File: src/rtl/midi_pkg.sv
// Shared MIDI definitions: event-type encoding, status byte ranges and
// per-status data length, used by the SPI MIDI receiver.
package midi_pkg;

  typedef enum logic [2:0] {
    EV_NOTE_OFF = 3'd0,
    EV_NOTE_ON  = 3'd1,
    EV_POLY_AT  = 3'd2,
    EV_CC       = 3'd3,
    EV_PROG     = 3'd4,
    EV_CHAN_AT  = 3'd5,
    EV_PITCH    = 3'd6
  } ev_type_t;

  localparam logic [7:0] ST_CHAN_MIN = 8'h80;
  localparam logic [7:0] ST_SYS_MIN  = 8'hF0;
  localparam logic [7:0] ST_RT_MIN   = 8'hF8;

  // Number of data bytes that follow a channel status byte.
  function automatic logic [1:0] data_len(input logic [3:0] hi);
    case (hi)
      4'h8, 4'h9, 4'hA, 4'hB, 4'hE: data_len = 2'd2;
      4'hC, 4'hD:                   data_len = 2'd1;
      default:                      data_len = 2'd0;
    endcase
  endfunction

  // A NOTE_ON with zero velocity is a NOTE_OFF by MIDI convention.
  function automatic ev_type_t ev_type_of(input logic [3:0] hi, input logic [6:0] d2);
    case (hi)
      4'h8:    ev_type_of = EV_NOTE_OFF;
      4'h9:    ev_type_of = (d2 == 7'd0) ? EV_NOTE_OFF : EV_NOTE_ON;
      4'hA:    ev_type_of = EV_POLY_AT;
      4'hB:    ev_type_of = EV_CC;
      4'hC:    ev_type_of = EV_PROG;
      4'hD:    ev_type_of = EV_CHAN_AT;
      default: ev_type_of = EV_PITCH;
    endcase
  endfunction

endpackage

File: src/rtl/spi_byte_rx.sv
// SPI mode-0 byte receiver: synchronises SCLK/MOSI into clk, shifts bits
// MSB first on SCLK rising edges and drops partial bytes after an idle gap.
module spi_byte_rx #(
  parameter int IDLE_TIMEOUT = 1024,
  parameter int TO_W         = 11
) (
  input  logic       clk,
  input  logic       reset,
  input  logic       sclk,
  input  logic       mosi,
  output logic       byte_strobe,
  output logic [7:0] byte_data
);

  localparam logic [TO_W-1:0] TO_MAX = TO_W'(IDLE_TIMEOUT);

  logic            sclk_s1, sclk_s2, sclk_s3;
  logic            mosi_s1, mosi_s2;
  logic [6:0]      shift;
  logic [2:0]      bit_cnt;
  logic [TO_W-1:0] idle_cnt;
  logic            sclk_rise;

  assign sclk_rise = sclk_s2 && !sclk_s3;

  always_ff @(posedge clk or posedge reset) begin
    if (reset) begin
      sclk_s1     <= 1'b0;
      sclk_s2     <= 1'b0;
      sclk_s3     <= 1'b0;
      mosi_s1     <= 1'b0;
      mosi_s2     <= 1'b0;
      shift       <= '0;
      bit_cnt     <= '0;
      idle_cnt    <= '0;
      byte_strobe <= 1'b0;
      byte_data   <= '0;
    end else begin
      sclk_s1     <= sclk;
      sclk_s2     <= sclk_s1;
      sclk_s3     <= sclk_s2;
      mosi_s1     <= mosi;
      mosi_s2     <= mosi_s1;
      byte_strobe <= 1'b0;
      if (sclk_rise) begin
        idle_cnt <= '0;
        bit_cnt  <= bit_cnt + 3'd1;
        shift    <= {shift[5:0], mosi_s2};
        if (bit_cnt == 3'd7) begin
          byte_data   <= {shift, mosi_s2};
          byte_strobe <= 1'b1;
        end
      end else if (idle_cnt != TO_MAX) begin
        idle_cnt <= idle_cnt + 1'b1;
      end else if (bit_cnt != 3'd0) begin
        // Stale partial byte: realign to the next byte boundary.
        bit_cnt <= '0;
        shift   <= '0;
      end
    end
  end

endmodule

File: src/rtl/spi_midi_rx.sv
// SPI MIDI front end: bytes from spi_byte_rx are parsed (with running status)
// into channel-voice events held in a valid/ready output register.
module spi_midi_rx
  import midi_pkg::*;
#(
  parameter int IDLE_TIMEOUT = 1024,
  parameter int TO_W         = 11
) (
  input  logic       clk,
  input  logic       reset,
  input  logic       SPI_sclk,
  input  logic       SPI_mosi,
  output logic       event_valid,
  input  logic       event_ready,
  output logic [2:0] event_type,
  output logic [3:0] event_chan,
  output logic [6:0] event_d1,
  output logic [6:0] event_d2,
  output logic       byte_strobe,
  output logic [7:0] byte_data,
  output logic       overrun
);

  logic [7:0] run_status;
  logic       rs_valid;
  logic       idx;
  logic [6:0] d1_hold;
  logic [1:0] need;

  logic       emit;
  ev_type_t   em_type;
  logic [6:0] em_d1, em_d2;

  spi_byte_rx #(
    .IDLE_TIMEOUT(IDLE_TIMEOUT),
    .TO_W        (TO_W)
  ) u_byte_rx (
    .clk        (clk),
    .reset      (reset),
    .sclk       (SPI_sclk),
    .mosi       (SPI_mosi),
    .byte_strobe(byte_strobe),
    .byte_data  (byte_data)
  );

  assign need = data_len(run_status[7:4]);

  always_comb begin
    emit  = 1'b0;
    em_d1 = '0;
    em_d2 = '0;
    if (byte_strobe && !byte_data[7] && rs_valid) begin
      if (idx) begin
        emit  = 1'b1;
        em_d1 = d1_hold;
        em_d2 = byte_data[6:0];
      end else if (need == 2'd1) begin
        emit  = 1'b1;
        em_d1 = byte_data[6:0];
      end
    end
    em_type = ev_type_of(run_status[7:4], em_d2);
  end

  // Realtime bytes (>= F8) leave all parser state untouched.
  always_ff @(posedge clk or posedge reset) begin
    if (reset) begin
      run_status <= '0;
      rs_valid   <= 1'b0;
      idx        <= 1'b0;
      d1_hold    <= '0;
    end else if (byte_strobe && byte_data < ST_RT_MIN) begin
      if (byte_data >= ST_SYS_MIN) begin
        rs_valid <= 1'b0;
        idx      <= 1'b0;
      end else if (byte_data >= ST_CHAN_MIN) begin
        run_status <= byte_data;
        rs_valid   <= 1'b1;
        idx        <= 1'b0;
      end else if (rs_valid) begin
        if (emit) begin
          idx <= 1'b0;
        end else begin
          d1_hold <= byte_data[6:0];
          idx     <= 1'b1;
        end
      end
    end
  end

  always_ff @(posedge clk or posedge reset) begin
    if (reset) begin
      event_valid <= 1'b0;
      event_type  <= '0;
      event_chan  <= '0;
      event_d1    <= '0;
      event_d2    <= '0;
      overrun     <= 1'b0;
    end else if (emit && (!event_valid || event_ready)) begin
      event_valid <= 1'b1;
      event_type  <= em_type;
      event_chan  <= run_status[3:0];
      event_d1    <= em_d1;
      event_d2    <= em_d2;
    end else begin
      if (emit) overrun <= 1'b1;
      if (event_valid && event_ready) event_valid <= 1'b0;
    end
  end

endmodule

File: config.mk
export PLATFORM = sky130hd
export DESIGN_NAME = spi_midi_rx
export DESIGN_NICKNAME = d
export VERILOG_FILES = /design/src/rtl/midi_pkg.sv /design/src/rtl/spi_byte_rx.sv /design/src/rtl/spi_midi_rx.sv
export SDC_FILE = /design/constraint.sdc
export NUM_CORES = 1
export LEC_CHECK = 0
export ABC_CLOCK_PERIOD_IN_PS = 2600
export BUFFER_PORTS_ARGS = -buffer_cell sky130_fd_sc_hd__buf_4
export CAP_MARGIN = 5
export CORE_ASPECT_RATIO = 0.9
export CORE_MARGIN = 4
export CORE_UTILIZATION = 52
export CTS_BUF_LIST = sky130_fd_sc_hd__clkbuf_4 sky130_fd_sc_hd__clkbuf_8
export CTS_CLUSTER_SIZE = 28
export DETAILED_ROUTE_END_ITERATION = 8
export PLACE_DENSITY = 0.72
export SYNTH_ARGS = -nofsm -noshare
export SYNTH_HDL_FRONTEND = slang
export SYNTH_SLANG_ARGS = --single-unit
File: constraint.sdc
create_clock -name clk -period 2.6 [get_ports clk]
set_input_delay 0.52 -clock clk [delete_from_list [all_inputs] [get_ports clk]]
set_output_delay 0.52 -clock clk [all_outputs]
set_load 0.01 [all_outputs]
# Word-level counts from Yosys, hierarchy flattened
# Index checks and enable logic that the tools add are counted.
# W data, S select, Z words.
dict set report totals {
  reg_bits 75
  input_bits 5
  out_inout_bits 32
  elab_cells 95
}
dict set report op_classes {
  add_sub_neg 2
  order_cmp 3
  n_eq_ne 11
  mux 29
  bitwise_logic 4
  n_reduce_logical 26
}
# operator count
set ops {}
lappend ops {{$mux W7} 8}
lappend ops {{$eq A4 B4 Y1 const B} 7}
lappend ops {{$mux W11} 2}
lappend ops {{$pmux W3 S6} 1}
lappend ops {{$ge A8 B8 Y1 const B} 2}
lappend ops {{$mux W1} 14}
lappend ops {{$add A11 B1 Y11 const B} 1}
lappend ops {{$ne A11 B11 Y1 const B} 1}
lappend ops {{$reduce_and A2 Y1} 5}
lappend ops {{$mux W3} 3}
lappend ops {{$lt A8 B8 Y1 const B} 1}
lappend ops {{$reduce_bool A2 Y1} 4}
lappend ops {{$logic_not A7 Y1} 1}
lappend ops {{$logic_and A1 B1 Y1} 6}
lappend ops {{$reduce_bool A3 Y1} 2}
lappend ops {{$reduce_and A5 Y1} 1}
lappend ops {{$reduce_or A5 Y1} 1}
lappend ops {{$not A1 Y1} 4}
lappend ops {{$pmux W2 S2} 1}
lappend ops {{$add A3 B1 Y3 const B} 1}
lappend ops {{$eq A3 B3 Y1 const B} 1}
lappend ops {{$logic_not A1 Y1} 3}
lappend ops {{$reduce_and A3 Y1} 1}
lappend ops {{$eq A2 B1 Y1 const B} 1}
lappend ops {{other kinds (3)} 3}

# Longest topological paths before layout
# Gate-level depths: netlist of the first run.
dict set report depth {
  word_depth 11
  mapped_depth 6
}

# Hierarchy
# From an unflattened synthesis of the first run, not the netlist that was laid out.
dict set report hier_totals {
  hier_cells 290
  hier_area_um2 3179.3
}
# mod n_inst cells_each area_each_um2 seq_area_each_um2
set by_module_without_submodules {}
lappend by_module_without_submodules {spi_midi_rx 1 155 1670.4 1001.0}
lappend by_module_without_submodules {spi_byte_rx 1 135 1508.9 875.8}

# Worst setup path before layout of the first run
# No wires, ideal clock.
dict set report synth_timing {
  path_kind {register to register}
  startpoint {register u_byte_rx.idle_cnt[3]}
  endpoint {register u_byte_rx.bit_cnt[0]}
  arrival_ns 1.484
  setup_slack_ns 0.991
  path_stages_with_launch 6
  path_buffers 1
  period_less_slack_ns 1.609
  cell_sequence {dfrtp_1 > nor4b_2 > nand4b_2 > o21a_1 > buf_6 > mux2_4}
}
dict set report synth_via {
  elab_chain_len 3
}
# item line_no
set synth_lines {}
lappend synth_lines {{start, declared} spi_byte_rx.sv:21} ;# logic [TO_W-1:0] idle_cnt;
lappend synth_lines {{start signal, assigned} spi_byte_rx.sv:54} ;# idle_cnt <= idle_cnt + 1'b1;
lappend synth_lines {{$ne A11 B11 Y1} spi_byte_rx.sv:53} ;# end else if (idle_cnt != TO_MAX) begin
lappend synth_lines {{$ne A2 B1 Y1 (no source line)} --}
lappend synth_lines {{$reduce_and A2 Y1 (no source line)} --}
lappend synth_lines {{end signal, assigned} spi_byte_rx.sv:47} ;# bit_cnt <= bit_cnt + 3'd1;
lappend synth_lines {{end, declared} spi_byte_rx.sv:20} ;# logic [2:0] bit_cnt;
# No other way between the ends.
# A chain may end at the register's enable or synchronous reset.

# Worst setup path after layout of the first run
# Same ends and word-level chain as after synthesis.

==> out/qor.txt, run 1 <==
Shortest period the worst path allows: 1.75 ns
First-pass GRT wire length: 10.1 mm
Sequential share of power: 51.8%
Worst-path clk slew: 0.07 ns
Hold_ws: 0.250 ns
Critical path type: flip-flop to flip-flop
Post-CTS sizing: 0
Largest net degree at the start of global routing: 76
Cell Int Power: 2.06 mW
Grt peak-use layer: met2
Commonest non-fill, non-tap cells in the layout: 75 x dfrtp_1, 52 x nand2_1, 38 x buf_4, 20 x o21ai_0, 19 x mux2_2
Total track usage: 18.3%
Synthesized Nets: 278
Distinct cells, synth: 40
Worst rel slew slack: 63.8%
Crit path largest cell delay: 0.43 ns
Layout cell share with drive strength beyond 1: 29.7%
Maximum VDD drop: 0.000515 V
Die height: 81.5 µm
Slowest cell on the critical path: dfrtp_1
Die ar.: 7310 µm²
CP Max Fanout: 9
Avg Cell Area, Syn: 11.6 µm²
Power Dens Cells: 761 nW/µm²
Synth-to-Final Area Change: 18.3%
Die X-Extent: 89.7 µm
Antenna viol nets, final: 0
RSZ-0062 raised after global routing: no
# Max-Cap Violations: 0
Max Fclk: 573 MHz
HPWL reported at the end of detailed placement: 3.84 mm
Mapped Cells: 268
WP buf/inv: 0
Hold Crit Class: input port to asynchronous set/reset pin
Mapped Area: 3120 µm²
Initial DRC count: 116
Hold_buf cts: 0
Final WL: 5.90 mm
Setup violations, final: 0
CP Capture Type: flip-flop
IO Count: 37
GPL Wtd Cong: 0.724
Layout fillers: 448
Area of the multi-input gates: 1170 µm²
Post-CTS Setup Inserts: 0
Worst-Skew Late Latency: 0.34 ns
Met3 Track Usage GR: 6.92%
Worst Skew: 0.00769 ns
Max Slew Vio Count: 0
Critical Path AT: 1.98 ns
Status: finished, final reports clean
# DRC: 0
Storage cell area: 1880 µm²
WP data required: 2.83 ns
Setup tns final: 0 ns
Port Buf Inserts: 36
Core Box Area: 5760 µm²
Pre-antenna DRT Iters: 4
Final Cycle Share: 67.2%
Combinational Power Share: 12.7%
CP delay by family, top: simple AND/OR/NAND/NOR gates
CTS tree: done
Vias: 2,059
Slew @ Worst Pin: 0.543 ns
Row count: 26
Clock Tree Buf Depth: 2
Number of vias per cell: 5.38
Yosys warning total: 0
Clock Tree Root: clkbuf_8
Final hold vios: 0
Sw frac: 26.8%
ANT cells: 0
GR Layer Usage met1: 23.9%
Clock power frac: 35.5%
Synthesized flop and latch total: 75
Commonest non-fill, non-tap cell in the layout: dfrtp_1
R2R setup slack: 0.85 ns
Avg WL per Cell: 15.4 µm
Initial antenna violation count: 0
Clock sink count: 75
Sequential share of the synthesized area: 60.1%
Vias in the first global route: 2,128
Nets@finish: 318
H-tree depth: 3
P_sw: 0.754 mW
Crit-path cells: nor4b_2 > nand4b_2 > o21a_1 > mux2_4
CP Launch Type: flip-flop
Total CTS buffers: 9
Met2 Use GR: 28.1%
Remaining global-route overflow: 0
Lkg Pwr: 1.83 nW
Starting Density: 54.2%
-- final cells by class --
class / count / area share (%)
Tap cell: 70 / 2.37
Sequential cell: 75 / 50.8
Clock inverter: 4 / 2.00
Timing Repair Buffer: 39 / 8.27
Multi-Input combinational cell: 176 / 31.7
Inverter: 7 / 0.712
Clock buffer: 12 / 4.13
-- metrics by stage --
stage,cells,setup slack (ns),total power [mW],utilization [%],area (µm²)
4_1_cts,383,0.858,2.84,64.1,3690
5_1_grt,383,0.776,2.95,64.1,3690
3_3_place_gp,367,0.922,1.82,60.2,3470
2_1_floorplan,268,0.170,1.65,-,3120
3_5_place_dp,367,0.876,1.84,60.2,3470
6_report,383,0.853,2.81,64.1,3690
-- layer usage --
metal | vias to the layer above | routed length (µm)
li1 | 1006 | -
met1 | 1010 | 2810
met2 | 35 | 2780
met4 | 0 | 85
met3 | 8 | 225
met5 | - | 0
-- power groups by stage --
| stage | logic (mW) | registers (mW) | clock network [mW] |
|---|---|---|---|
| 2_1_floorplan | 0.220 | 1.43 | 0 |
| 3_3_place_gp | 0.343 | 1.47 | 0 |
| 3_5_place_dp | 0.359 | 1.48 | 0 |
| 4_1_cts | 0.366 | 1.46 | 1.02 |
| 5_1_grt | 0.401 | 1.48 | 1.07 |
| 6_report | 0.357 | 1.46 | 0.997 |
-- synth_stat cells --
cell type,instances,share of area (%)
and2_1,1,0.20
buf_2,2,0.32
buf_6,1,0.36
nor2b_1,6,1.2
o21ai_0,20,3.2
and3_2,1,0.24
nor3_1,2,0.32
and3b_1,2,0.56
xnor2_1,3,0.84
or2_2,2,0.40
nand2_1,52,6.3
nand4_1,3,0.60
nand4b_2,1,0.48
mux2i_1,1,0.32
ha_1,5,2.0
nor4_2,1,0.40
nand2b_1,3,0.60
nor4b_2,1,0.48
mux2_2,19,6.9
nand3_1,6,0.96
o22a_1,3,0.84
nor4_1,2,0.40
and4_2,1,0.32
clkbuf_1,7,0.84
or3_1,1,0.20
inv_1,7,0.84
a22o_2,8,2.6
a22oi_1,7,1.7
nor2_1,9,1.1
o21bai_1,1,0.24
a21oi_1,2,0.32
o21a_1,1,0.24
and3_1,1,0.20
a2bb2oi_1,1,0.28
nor2_4,1,0.36
xor2_1,6,1.7
o31ai_1,1,0.24
dfrtp_1,75,60
o211ai_2,1,0.40
mux2_4,1,0.48
-- sequential cells by signal, indices dropped and copies added (netlist names), 3 cells and up --
signal and flops:
run_status 8, u_byte_rx.idle_cnt 11, event_d1 7, u_byte_rx.byte_data 8
u_byte_rx.shift 7, event_chan 4, event_type 3, event_d2 7
u_byte_rx.bit_cnt 3, d1_hold 7
-- tightest hold or removal path: stages --
cell    delay, ns
buf_4        0.11
inv_2        0.06
buf_12       0.32
-- worst paths after layout --
check                                      start                    end  cells after the start
max                        u_byte_rx.idle_cnt[3]   u_byte_rx.bit_cnt[0]                      4
min                                        reset  u_byte_rx.idle_cnt[1]                      3
max reg2reg                u_byte_rx.idle_cnt[3]   u_byte_rx.bit_cnt[0]                      4
min reg2reg                    u_byte_rx.sclk_s1      u_byte_rx.sclk_s2                      0
max in group asynchronous                  reset             d1_hold[1]                      3
min in group clk                        SPI_sclk      u_byte_rx.sclk_s1                      1
-- cell families after synthesis --
family	share of synthesized area, %
xor+xnor	2.53
buf+inv	2.37
mux	7.66
simple gates	15.3
fa+ha+maj	2.00
compound gates	10.0
flops	60.1
No activity file was read; power rests on OpenSTA's default activity.
==> run 2: changes to the inputs <==
- ABC_AREA: not set -> 1
- ABC_CLOCK_PERIOD_IN_PS: 2600 -> 1500
- PLACE_DENSITY: 0.72 -> 0.75
- clock period: 2.6 -> 1.5 ns (I/O delays scaled with it)
==> out/qor.txt, run 2 <==
Status: finished, final reports clean
Worst Skew: 0.00854 ns
Max Slew Vio Count: 0
Avg Cell Area, Syn: 8.80 µm²
H-tree depth: 3
Post-synth top cells: 131 x nand2_1, 75 x dfrtp_1, 31 x o21ai_0
Commonest non-fill, non-tap cells in the layout: 131 x nand2_1, 75 x dfrtp_1, 41 x buf_4, 31 x o21ai_0, 27 x inv_1
GPL Wtd Cong: 0.800
Row count: 27
CP Capture Type: flip-flop
Pre-antenna DRT Iters: 4
Starting Density: 53.5%
Avg WL per Cell: 12.7 µm
Worst rel slew slack: 72.0%
Port Buf Inserts: 36
Setup tns final: 0 ns
Critical path type: flip-flop to flip-flop
Synthesized Nets: 382
Mapped Cells: 372
Top Registers: u_byte_rx.idle_cnt (11), run_status (8), u_byte_rx.byte_data (8)
Worst-path clk slew: 0.08 ns
Number of vias per cell: 4.98
Final Cycle Share: 90.3%
Die height: 83.3 µm
Area contributors post-synth: dfrtp_1 57%, nand2_1 15%, o21ai_0 4.7%, inv_1 3.2%, nand3_1 3.2%
Mapped Area: 3270 µm²
Hold Crit Class: input port to asynchronous set/reset pin
Final WL: 6.44 mm
Slowest cell on the critical path: dfrtp_1
Shortest period the worst path allows: 1.35 ns
Biggest register: u_byte_rx.idle_cnt
Vias in the first global route: 2,394
Vias: 2,527
Yosys top cell by area: dfrtp_1
Crit-path cells: ha_1 > nand3_1 > nor2_2 > nand4_1 > nand2_1 > nor2_1
Post-synth top area share: 57.4%
Lkg Pwr: 1.94 nW
HPWL reported at the end of detailed placement: 4.39 mm
Initial antenna violation count: 0
Yosys warning total: 0
Hold_ws: 0.0586 ns
R2R setup slack: 0.15 ns
Total CTS buffers: 9
CP Launch Type: flip-flop
Worst-Skew Late Latency: 0.35 ns
ANT cells: 0
CP Max Fanout: 6
Clock Tree Buf Depth: 2
Maximum VDD drop: 0.000734 V
Storage cell area: 1880 µm²
Core Box Area: 6110 µm²
EDFF count, synth: 0
Sequential share of the synthesized area: 57.4%
Distinct cells, synth: 27
Final hold vios: 0
Clock sink count: 75
Commonest non-fill, non-tap cell in the layout: nand2_1
Total power draw: 4.67 mW
# DRC: 0
WP data required: 1.74 ns
Die X-Extent: 91.6 µm
Largest net degree at the start of global routing: 76
CTS tree: done
Die ar.: 7630 µm²
Area of the multi-input gates: 1210 µm²
IO Count: 37
First-pass GRT wire length: 11.2 mm
Synthesized flop and latch total: 75
Crit path largest cell delay: 0.40 ns
Post-synth top flop: dfrtp_1
# Max-Cap Violations: 0
Initial DRC count: 147
Nets@finish: 425
Setup violations, final: 0
Power Dens Cells: 1200 nW/µm²
Remaining global-route overflow: 0
Layout fillers: 523
Clock Tree Root: clkbuf_8
Top-count cell post-synth: nand2_1
Max Fclk: 739 MHz
Layout cell share with drive strength beyond 1: 19.3%
Slew @ Worst Pin: 0.419 ns
Max FFs per register: 11
Critical Path AT: 1.59 ns
Antenna viol nets, final: 0
Synth-to-Final Area Change: 18.8%
Post-synth ARST share: 100%
Total track usage: 18.4%
==> run 2: cell count changes after synthesis, sizes merged, moves of 7 or more <==
cell,previous run,this run
a22oi,7,0
inv,7,30
buf,3,11
nand2,52,132
nand3,6,25
nor2,10,28
mux2,20,0
o21ai,20,48
a22o,8,0
==> run 2: cell type report <==
cell class / count / area share [%]
well taps: 87 / 2.80
clock buffers: 13 / 4.44
flip-flops and latches: 75 / 48.3
inverters: 32 / 3.28
clock inverters: 3 / 1.16
multi-input cells: 254 / 31.1
repair buffers: 43 / 8.95
==> run 2: power breakdown <==
group	internal [mW]	switching, mW
Combinational	0.256	0.363
Sequential	2.19	0.216
Clock	0.924	0.718
Total	3.37	1.30
==> run 2: cell families (layout without fill, tap and decap cells) <==
kind of cell | count (synthesis) | in the layout | synth area share (%)
DFF | 75 | 75 | 57.4
buffers and inverters | 44 | 91 | 6.12
xor gates and xnor gates | 1 | 1 | 0.268
adders and majority gates | 5 | 5 | 1.91
AOI/OAI and AO/OA | 57 | 57 | 9.90
and+or+nand+nor | 190 | 191 | 24.4
==> run 2: routing by layer <==
layer  global-route usage (%)  part of all wire [%]  wire [µm]  vias up
met1                     25.6                    48       3100     1182
met3                     6.16                   5.6        363       11
met5                        0                     0          0        -
met2                     27.2                    45       2900       64
li1                         -                     -          -     1270
met4                     5.89                   1.3         81        0
==> run 2: critical path: cells and delay by family, from the launching register on <==
kind / cells / cell delay (ns)
simple gates: 5 / 0.64
flops: 1 / 0.40
fa+ha+maj: 1 / 0.21
==> run 2: worst paths after layout <==
check                                      startpoint                     end  depth (start not counted)
worst min register to register      u_byte_rx.mosi_s1       u_byte_rx.mosi_s2                          0
max in group asynchronous                       reset  u_byte_rx.idle_cnt[10]                          3
worst max register to register  u_byte_rx.idle_cnt[1]  u_byte_rx.idle_cnt[10]                          6
min in group clk                             SPI_mosi       u_byte_rx.mosi_s1                          1
worst max-delay path            u_byte_rx.idle_cnt[1]  u_byte_rx.idle_cnt[10]                          6
worst min-delay path                            reset   u_byte_rx.idle_cnt[3]                          3
==> run 2: what timing repair did <==
| action | CTS | global route |
|---|---|---|
| pin swaps | 0 | 1 |
| gates resized for setup | 1 | 2 |
| hold buffers | 0 | 0 |
| cloned | 0 | 1 |
| setup endpoints to repair | 4 | 5 |
| setup buffers | 0 | 0 |
==> run 2: per-stage QoR <==
step | instances | utilization [%] | worst slack, ns | area [µm²]
after floorplan | 372 | - | 0.148 | 3280
after global placement | 490 | 59.8 | 0.0871 | 3650
after detailed placement | 490 | 59.8 | 0.00626 | 3650
after CTS | 506 | 63.4 | 0.123 | 3870
after global routing | 507 | 63.6 | -0.0103 | 3890
final | 507 | 63.6 | 0.146 | 3890
